### src/rtl/loopback_rd_scheduler.sv
// rtl/loopback_rd_scheduler.sv - read-side burst scheduler with FIFO credit control for the loopback datapath
module loopback_rd_scheduler #(
  parameter int BURST_LINES = 64,
  parameter int FIFO_DEPTH  = 512,
  parameter int CNT_W       = 32,
  localparam int LEN_W      = $clog2(BURST_LINES) + 1
) (
  input  logic             clk,
  input  logic             reset,
  input  logic             start,
  input  logic [CNT_W-1:0] num_lines,
  output logic             rd_req_valid,
  output logic [CNT_W-1:0] rd_req_offset,
  output logic [LEN_W-1:0] rd_req_len,
  input  logic             rd_req_ready,
  input  logic             rd_rsp_valid,
  input  logic             wr_done,
  output logic             busy,
  output logic             finish,
  output logic             error
);

  typedef enum logic [2:0] {
    S_IDLE,
    S_ISSUE,
    S_REQ,
    S_DRAIN,
    S_DONE
  } state_t;

  state_t           state_q, state_d;
  logic [CNT_W-1:0] len_total_q, len_total_d;
  logic [CNT_W-1:0] req_cnt_q, req_cnt_d;
  logic [CNT_W-1:0] rsp_cnt_q, rsp_cnt_d;
  logic [CNT_W-1:0] wr_cnt_q, wr_cnt_d;
  logic             rd_req_valid_q, rd_req_valid_d;
  logic [CNT_W-1:0] rd_req_offset_q, rd_req_offset_d;
  logic [LEN_W-1:0] rd_req_len_q, rd_req_len_d;
  logic             busy_q, busy_d;
  logic             finish_q, finish_d;
  logic             error_q, error_d;

  logic [CNT_W-1:0] rem;
  logic [CNT_W-1:0] burst_len;
  logic [CNT_W:0]   credit_need;
  logic             credit_ok;
  logic             active;
  logic             rsp_inc;
  logic             wr_inc;
  logic             err_evt;
  logic [CNT_W-1:0] req_next;

  // State and datapath registers; asynchronous reset returns everything to IDLE/zero
  always_ff @(posedge clk or posedge reset) begin
    if (reset) begin
      state_q         <= S_IDLE;
      len_total_q     <= '0;
      req_cnt_q       <= '0;
      rsp_cnt_q       <= '0;
      wr_cnt_q        <= '0;
      rd_req_valid_q  <= 1'b0;
      rd_req_offset_q <= '0;
      rd_req_len_q    <= '0;
      busy_q          <= 1'b0;
      finish_q        <= 1'b0;
      error_q         <= 1'b0;
    end else begin
      state_q         <= state_d;
      len_total_q     <= len_total_d;
      req_cnt_q       <= req_cnt_d;
      rsp_cnt_q       <= rsp_cnt_d;
      wr_cnt_q        <= wr_cnt_d;
      rd_req_valid_q  <= rd_req_valid_d;
      rd_req_offset_q <= rd_req_offset_d;
      rd_req_len_q    <= rd_req_len_d;
      busy_q          <= busy_d;
      finish_q        <= finish_d;
      error_q         <= error_d;
    end
  end

  // Next-state: burst sizing, credit check, response/write accounting and protocol error detection
  always_comb begin
    state_d         = state_q;
    len_total_d     = len_total_q;
    req_cnt_d       = req_cnt_q;
    rsp_cnt_d       = rsp_cnt_q;
    wr_cnt_d        = wr_cnt_q;
    rd_req_valid_d  = rd_req_valid_q;
    rd_req_offset_d = rd_req_offset_q;
    rd_req_len_d    = rd_req_len_q;
    busy_d          = busy_q;
    finish_d        = finish_q;

    rem       = len_total_q - req_cnt_q;
    burst_len = (rem < CNT_W'(BURST_LINES)) ? rem : CNT_W'(BURST_LINES);
    // Lines already requested but not yet written back still occupy FIFO slots
    credit_need = {1'b0, req_cnt_q - wr_cnt_q} + {1'b0, burst_len};
    credit_ok   = (credit_need <= (CNT_W+1)'(FIFO_DEPTH));
    req_next    = req_cnt_q + CNT_W'(rd_req_len_q);

    active  = (state_q == S_ISSUE) || (state_q == S_REQ) || (state_q == S_DRAIN);
    rsp_inc = rd_rsp_valid && active && (rsp_cnt_q != req_cnt_q);
    wr_inc  = wr_done && active && (wr_cnt_q != rsp_cnt_q);
    err_evt = (rd_rsp_valid && !rsp_inc) || (wr_done && !wr_inc);
    error_d = error_q | err_evt;

    if (rsp_inc) rsp_cnt_d = rsp_cnt_q + 1'b1;
    if (wr_inc)  wr_cnt_d  = wr_cnt_q + 1'b1;

    case (state_q)
      S_IDLE, S_DONE: begin
        if (start) begin
          len_total_d = num_lines;
          req_cnt_d   = '0;
          rsp_cnt_d   = '0;
          wr_cnt_d    = '0;
          error_d     = err_evt;
          if (num_lines == '0) begin
            state_d  = S_DONE;
            finish_d = 1'b1;
            busy_d   = 1'b0;
          end else begin
            state_d  = S_ISSUE;
            finish_d = 1'b0;
            busy_d   = 1'b1;
          end
        end
      end
      S_ISSUE: begin
        if (credit_ok) begin
          rd_req_valid_d  = 1'b1;
          rd_req_offset_d = req_cnt_q;
          rd_req_len_d    = burst_len[LEN_W-1:0];
          state_d         = S_REQ;
        end
      end
      S_REQ: begin
        if (rd_req_ready) begin
          req_cnt_d      = req_next;
          rd_req_valid_d = 1'b0;
          state_d        = (req_next < len_total_q) ? S_ISSUE : S_DRAIN;
        end
      end
      S_DRAIN: begin
        // Look at the post-increment count so finish follows the last write by one cycle
        if (wr_cnt_d == len_total_q) begin
          state_d  = S_DONE;
          busy_d   = 1'b0;
          finish_d = 1'b1;
        end
      end
      default: state_d = S_IDLE;
    endcase
  end

  assign rd_req_valid  = rd_req_valid_q;
  assign rd_req_offset = rd_req_offset_q;
  assign rd_req_len    = rd_req_len_q;
  assign busy          = busy_q;
  assign finish        = finish_q;
  assign error         = error_q;

endmodule

### config.mk
export PLATFORM = sky130hd
export DESIGN_NAME = loopback_rd_scheduler
export DESIGN_NICKNAME = d
export VERILOG_FILES = /design/src/rtl/loopback_rd_scheduler.sv
export SDC_FILE = /design/constraint.sdc
export NUM_CORES = 1
export LEC_CHECK = 0
export ABC_CLOCK_PERIOD_IN_PS = 9120
export CAP_MARGIN = 10
export CORE_MARGIN = 3
export CORE_UTILIZATION = 63
export DETAILED_ROUTE_END_ITERATION = 6
export HOLD_SLACK_MARGIN = 0.06
export PLACE_DENSITY = 0.87
export SLEW_MARGIN = 20
export SYNTH_ARGS = -nofsm -noshare
export SYNTH_HDL_FRONTEND = slang
export SYNTH_SLANG_ARGS = --single-unit
### constraint.sdc
create_clock -name clk -period 9.12 [get_ports clk]
set_input_delay 1.824 -clock clk [delete_from_list [all_inputs] [get_ports clk]]
set_output_delay 1.824 -clock clk [all_outputs]
set_load 0.01 [all_outputs]
==> key figures, run 1 <==
Status
  • Run status: finished clean

Cells and area
  • Layout cells sized above 1: 5.874%
  • Nets: 2274
  • Post-route cell area: 18440 um2
  • # fillers: 2110
  • Area growth syn-to-layout: 10.13%

STA
  • Final worst setup slack: 1.132 ns
  • Slew headroom: 20.47%
  • Worst-margin pin slew: 1.189 ns
  • RSZ-0062 raised after global routing: no
  • Clock skew: 0.02816 ns
  • Final setup vio count: 0
  • Tcrit/Tclk final: 87.59%
  • Sum Neg Setup Slack: 0 ns
  • Tmin final: 7.988 ns
  • Count of pins over their slew limit: 0
  • Final Hold Vio Count: 0
  • Fmax: 125.2 MHz

Global routing
  • GRT Resource Usage Total: 42.96%
  • Met2 Usage GRT: 69.44%
  • Grt ovf: 0
  • GRT busiest layer: met2
  • Maximum number of pins on one net before global-route repair: 101
  • First-pass GRT wire length: 95320 um
  • Number of global-route vias before repair: 16584
  • Initial antenna violation count: 2
  • Met1 Use GR: 52.69%
  • Met3 global-route usage: 9.645%

Floorplanning
  • Initial core utilization: 64.25%
  • Row count: 59
  • Die width: 169.0 um
  • Die H: 169.0 um
  • Core box area: 26060 um2
  • IO Count: 81
  • DIE AREA: 28570 um2

Setup path
  • Buffers & Inverters on Critical Path: 3
  • FF-to-FF setup slack: 1.13 ns
  • Critical Path Source Type: register
  • Critical path class: register to register
  • Reg2reg path depth: 26
  • Worst path depth: 26
  • Critical R2R Capture: rd_req_len[0]
  • CP peak stage delay: 0.74 ns
  • Slowest-stage cell, CP: or4_1
  • Arrival time at the worst endpoint: 8.32 ns
  • Worst EP required: 9.45 ns
  • CP top delay family: compound AO/OA/AOI/OAI gates
  • Crit Path Max Fanout: 38
  • Crit path launch: req_cnt_q[1]
  • Worst Setup End Kind: register
  • Setup crit end: rd_req_len[0]
  • FF-to-FF Start: req_cnt_q[1]

Run
  • # Max-Cap Violations: 0

Synth
  • Asr flop ratio synth: 100.0%
  • Cells after Synth: 2053
  • Count of warnings emitted by yosys: 0
  • Yosys reg bits: 174
  • Sequential-to-total area share from yosys stat: 26.01%
  • Ys flop type: dfrtp_1
  • Mapped cell area: 16740 um2
  • Avg Synthesized Cell Area: 8.155 um2
  • Number of flops mapped to enable cells by yosys: 0
  • Cell variety after synth: 89

Placed design
  • Area after DPL: 17790 um2
  • IO Port Bufs: 80
  • Placement Setup Slack: 1.342 ns
  • DP HPWL: 49080 um
  • Routability Congestion: 1.099

CTS
  • Reg clk slew, reported paths: 0.09 ns
  • Root Buffer: clkbuf_16
  • Hold Buf Count CTS: 0
  • Clk_lat worst skew: 0.46 ns
  • Post-CTS setup buffers: 0
  • Clock Sinks: 174
  • CTS max path bufs: 2
  • H-Tree Depth: 4
  • Post_cts resized: 0
  • Total CTS buffers: 17
  • CTS tree: yes

Worst hold path
  • Hold WC Path Type: register to register

Routing
  • Wirelength, routed: 62650 um
  • Post-DR wirelength/cell: 25.58 um
  • DR iter-0 viols: 2118
  • Number of antenna-violating nets in the routed design: 0
  • DR vias: 17088
  • Vias per cell: 6.978
  • Drt drc: 0
  • Pre-antenna DRT Iters: 7

Power and ir drop
  • Power Density: 141.4 nW/um2
  • Leak Pwr: 7.869 nW
  • Max IR drop VDD: 144.1 uV
  • Total power: 2.606 mW
==> synth_stat cells, drive strengths merged (16+ instances only) <==
cell type	instances	share of area (%)
nor2	145	3.3
mux2	36	2.4
and4	17	0.89
nand3	67	2.1
nor3	58	1.8
clkbuf	60	1.3
buf	36	1.1
nor4	29	1.4
a31oi	23	0.86
o21a	23	1.0
ha	134	10
o21bai	16	0.72
nor2b	27	1.0
xnor2	178	9.3
a211oi	29	1.4
o31ai	32	1.4
inv	139	3.1
dfrtp	174	26
xor2	49	2.6
a21oi	129	3.9
a21o	52	2.3
or3	18	0.67
and3	23	0.86
o21ai	109	3.3
nand4	57	2.1
and2	23	0.86
nand2	169	3.8
nand2b	18	0.67
==> kinds of logic (layout without fill, tap and decap cells) <==
logic type      Yosys count  in the layout  synth area share [%]
mux                      45             45                 2.959
buf+inv                 235            269                 5.575
xor+xnor                228            228                 12.01
other cells               1             28               0.02240
flops                   174            174                 26.01
simple gates            695            695                 21.40
compound gates          537            537                 21.54
fa+ha+maj               138            138                 10.49
==> cells in the final DEF, fill, tap and decap left out, types with 18 or more instances in the layout <==
cell,n
nand2_1,168
ha_1,134
buf_4,18
nand3_1,66
clkdlybuf4s50_1,80
and3_1,23
nor4_1,26
xor2_1,49
nor2b_1,27
o21a_1,23
a31oi_1,23
a21oi_1,128
nor2_1,144
a211oi_1,27
a21o_1,52
nand2b_1,18
nand4_1,57
xnor2_1,178
conb_1,25
nor3_1,57
inv_1,138
and2_1,20
mux2_2,36
dfrtp_1,174
o21ai_0,107
or3_1,18
o31ai_1,32
==> worst register-to-register path, delay by kind of cell (launching register included) <==
family          cells  cell delay, ns
compound gates     12            3.52
simple gates        6            1.94
fa+ha+maj           3            0.91
flops               1            0.59
buf+inv             3            0.50
xor+xnor            1            0.30
mux                 1            0.13
==> final cells by class <==
cell class / instances / area [um2] / area share (%)
flip-flops and latches: 174 / 4354 / 23.62
clock inverters: 15 / 214.0 / 1.160
well taps: 335 / 419.2 / 2.273
clock buffers: 17 / 425.4 / 2.307
diodes: 3 / 7.507 / 0.04072
multi-input cells: 1668 / 11550 / 62.67
repair buffers: 98 / 935.9 / 5.076
inverters: 139 / 526.8 / 2.857
==> metrics by stage <==
step           std cells  utilization (%)  hold WS (ns)
2_1_floorplan       2077                -        0.5152
3_3_place_gp        2414            68.27        0.4701
3_5_place_dp        2414            68.27        0.4752
4_1_cts             2446            70.73        0.4941
5_1_grt             2446            70.73        0.5035
6_report            2449            70.75        0.4934
==> routing by layer <==
metal / part of all wire (%) / vias up
li1: - / 7505
met4: 6.9 / 0
met3: 11 / 272
met2: 46 / 1204
met1: 36 / 8107
met5: 0 / -
==> report_power, final <==
| part | switching, mW | internal (mW) | leakage (nW) |
|---|---|---|---|
| Sequential | 0.0846 | 0.803 | 2.03 |
| Combinational | 0.557 | 0.370 | 5.53 |
| Clock | 0.410 | 0.381 | 0.304 |
==> state kept, by name (all words and copies together) (netlist names), 3 cells and up <==
register / count
len_total_q: 32
req_cnt_q: 32
rd_req_offset: 32
wr_cnt_q: 32
state_q: 3
rsp_cnt_q: 32
rd_req_len: 7
==> how the worst min path moves through the flow <==
stage          depth (start not counted)            to          from  slack [ns]
6_report                               2  rd_req_valid  rd_req_valid        0.49
5_1_grt                                1          busy          busy        0.50
4_1_cts                                2  rd_req_valid  rd_req_valid        0.49
3_5_place_dp                           2  rd_req_valid  rd_req_valid        0.48
3_3_place_gp                           2  rd_req_valid  rd_req_valid        0.47
2_1_floorplan                          2  rd_req_valid  rd_req_valid        0.52
Power figures use the tool's default switching activity.
==> run 2, diff against run 1 <==
--- a/config.mk
+++ b/config.mk
@@ -10,6 +10,7 @@
 export CORE_MARGIN = 3
 export CORE_UTILIZATION = 63
 export DETAILED_ROUTE_END_ITERATION = 6
+export GPL_ROUTABILITY_DRIVEN = 0
 export HOLD_SLACK_MARGIN = 0.06
 export PLACE_DENSITY = 0.87
 export SLEW_MARGIN = 20
==> run 2 against run 1 <==
Net effect: the flow now finishes with violations (design-rule violations); sequential power fell by 0.5%; sequential share of layout area rose by 0.10 points; clock power fell by 2%; clock skew fell by 0.019 ns; worst setup slack got worse by 0.17 ns; combinational power fell by 1%; global-route usage fell by 2.9 points; count of clock-buffer cells in the layout rose by 2; critical path type unchanged; largest power group unchanged.
==> key figures, run 2 (synthesized netlist as in run 1, its figures left out) <==
Floorplanning
  • DIE AREA: 28570 um2 (unchanged)
  • Row count: 59 (unchanged)
  • Initial core utilization: 64.25% (unchanged)
  • IO Count: 81 (unchanged)
  • Core box area: 26060 um2 (unchanged)
  • Die width: 169.0 um (unchanged)
  • Die H: 169.0 um (unchanged)

STA
  • Final setup vio count: 0 (unchanged)
  • Final Hold Vio Count: 0 (unchanged)
  • Worst-margin pin slew: 1.192 ns (+0.003030 ns)
  • Slew headroom: 20.56% (+0.091 points)
  • Hold slack: 0.4846 ns (-0.008795 ns)
  • Tmin final: 8.155 ns (+0.1668 ns)
  • Final worst setup slack: 0.9650 ns (-0.1668 ns)
  • Sum Neg Setup Slack: 0 ns (unchanged)
  • Tcrit/Tclk final: 89.42% (+1.8 points)
  • Count of pins over their slew limit: 0 (unchanged)
  • Fmax: 122.6 MHz (-2.0%)
  • RSZ-0062 raised after global routing: no
  • Clock skew: 0.009177 ns (-0.01899 ns)

Routing
  • Wirelength, routed: 58050 um (-7.3%)
  • DR iter-0 viols: 2524 (+19%)
  • Post-DR wirelength/cell: 23.79 um (-7.0%)
  • Vias per cell: 7.078 (+1.4%)
  • Number of antenna-violating nets in the routed design: 0 (unchanged)
  • Drt drc: 16 (+16)
  • Pre-antenna DRT Iters: 7 (unchanged)
  • DR vias: 17270 (+1.1%)

CTS
  • Post-CTS setup buffers: 0 (unchanged)
  • CTS tree: yes
  • Post_cts resized: 0 (unchanged)
  • Clock Sinks: 174 (unchanged)
  • H-Tree Depth: 4 (unchanged)
  • Hold Buf Count CTS: 0 (unchanged)
  • CTS max path bufs: 2 (unchanged)
  • Total CTS buffers: 17 (unchanged)
  • Clk_lat worst skew: 0.45 ns (about the same)
  • Reg clk slew, reported paths: 0.07 ns (-0.02 ns)
  • Root Buffer: clkbuf_16

Status
  • Failing checks: design-rule violations
  • Run status: finished with violations

Global routing
  • Number of global-route vias before repair: 16570 (-0.084%)
  • Initial antenna violation count: 3 (+1)
  • GRT Resource Usage Total: 40.03% (-2.9 points)
  • Grt ovf: 0 (unchanged)
  • First-pass GRT wire length: 90030 um (-5.6%)
  • Maximum number of pins on one net before global-route repair: 102 (+0.99%)

Power and ir drop
  • Leak Pwr: 7.832 nW (-0.47%)
  • Clock Power Share: 30.1% (-0.3 points)
  • Flop pwr share: 34.3% (+0.2 points)
  • Total internal power: 1.597 mW (+2.8%)
  • Combinational share of power: 35.6% (about the same)
  • Max IR drop VDD: 142.1 uV (-1.4%)
  • Psw: 0.9808 mW (-6.8%)
  • Total power: 2.578 mW (-1.1%)
  • Net Sw Frac: 38.05% (-2.3 points)
  • Power Density: 140.4 nW/um2 (-0.65%)

Placed design
  • Dpl cells: 2407 (-0.29%)
  • IO Port Bufs: 80 (unchanged)
  • DP HPWL: 43710 um (-11%)
  • Placement Setup Slack: 1.288 ns (-0.05396 ns)
  • Area after DPL: 17740 um2 (-0.28%)

Setup path
  • Critical Path Source Type: register
  • FF-to-FF setup slack: 0.97 ns (-0.17 ns)
  • Worst EP required: 9.44 ns (about the same)
  • Reg2reg path depth: 26 (unchanged)
  • Critical R2R Capture: rd_req_len[0]
  • FF-to-FF Start: req_cnt_q[1]
  • Worst Setup End Kind: register
  • Crit Path Max Fanout: 38 (unchanged)
  • Slowest-stage cell, CP: or4_1
  • Arrival time at the worst endpoint: 8.48 ns (+0.16 ns)
  • CP peak stage delay: 0.78 ns (+0.04 ns)
  • Critical path class: register to register

Worst hold path
  • Min-delay src: busy
  • Hold WC Path Type: register to register
  • WHS Endpoint: busy
  • Hold path cells: 1 (-1)

Cells and area
  • Register area: 4354 um2 (unchanged)
  • # fillers: 1932 (-8.4%)
  • Layout cells sized above 1: 5.561% (-0.31 points)
  • Final core occ: 70.44% (-0.31 points)
  • Area growth syn-to-layout: 9.641%
  • Commonest non-fill, non-tap cell in the layout: xnor2_1
  • Nets: 2267 (-0.31%)
  • Post-route cell area: 18360 um2 (-0.44%)
  • Most frequent cells in the layout: xnor2_1 (178), dfrtp_1 (174), nand2_1 (168), nor2_1 (143), inv_1 (138)
  • Area of the multi-input gates: 11560 um2 (about the same)
  • Fin cells: 2440 (-0.37%)

Run
  • # Max-Cap Violations: 0 (unchanged)
[run 2: power by group through the flow]
stage          clock network [mW]  logic, mW  registers, mW
3_5_place_dp                    0      0.858          0.891
3_3_place_gp                    0      0.841          0.890
2_1_floorplan                   0      0.699          0.848
5_1_grt                     0.806      0.998          0.885
4_1_cts                     0.773      0.868          0.877
6_report                    0.777      0.917          0.884
[run 2: cell type report]
class                           instances  area share, %
Multi-Input combinational cell       1668          62.96
Sequential cell                       174          23.72
Timing Repair Buffer                   91          4.812
Inverter                              139          2.870
Clock buffer                           19          2.413
Tap cell                              335          2.283
Clock inverter                         13         0.9270
Antenna cell                            1        0.01363
[run 2: worst max-delay path: cells and delay by family (launching register included)]
| kind | cells | cell delay (ns) |
|---|---|---|
| buffers and inverters | 3 | 0.54 |
| flip-flops | 1 | 0.62 |
| AND/OR/NAND/NOR | 8 | 2.35 |
| AO/OA/AOI/OAI | 11 | 3.29 |
| adder cells (fa/ha/maj) | 3 | 0.92 |
| XOR/XNOR | 1 | 0.29 |
[run 2: worst max path at each step]
stage	startpoint	end	slack, ns
global route	len_total_q[0]	rd_req_len[1]	0.54
global placement	req_cnt_q[1]	rd_req_len[3]	1.71
CTS	req_cnt_q[1]	rd_req_len[0]	1.24
detailed placement	req_cnt_q[1]	rd_req_len[1]	1.29
finish	req_cnt_q[1]	rd_req_len[0]	0.97
floorplan	req_cnt_q[1]	rd_req_len[0]	2.38
[run 2: routing by layer]
layer	GRT usage, %	up-vias	share of wire [%]
met4	27.21	4	9.0
met1	48.34	7989	35
met2	61.57	1346	43
met3	11.86	422	13
met5	1.739	-	0.18
li1	-	7509	-
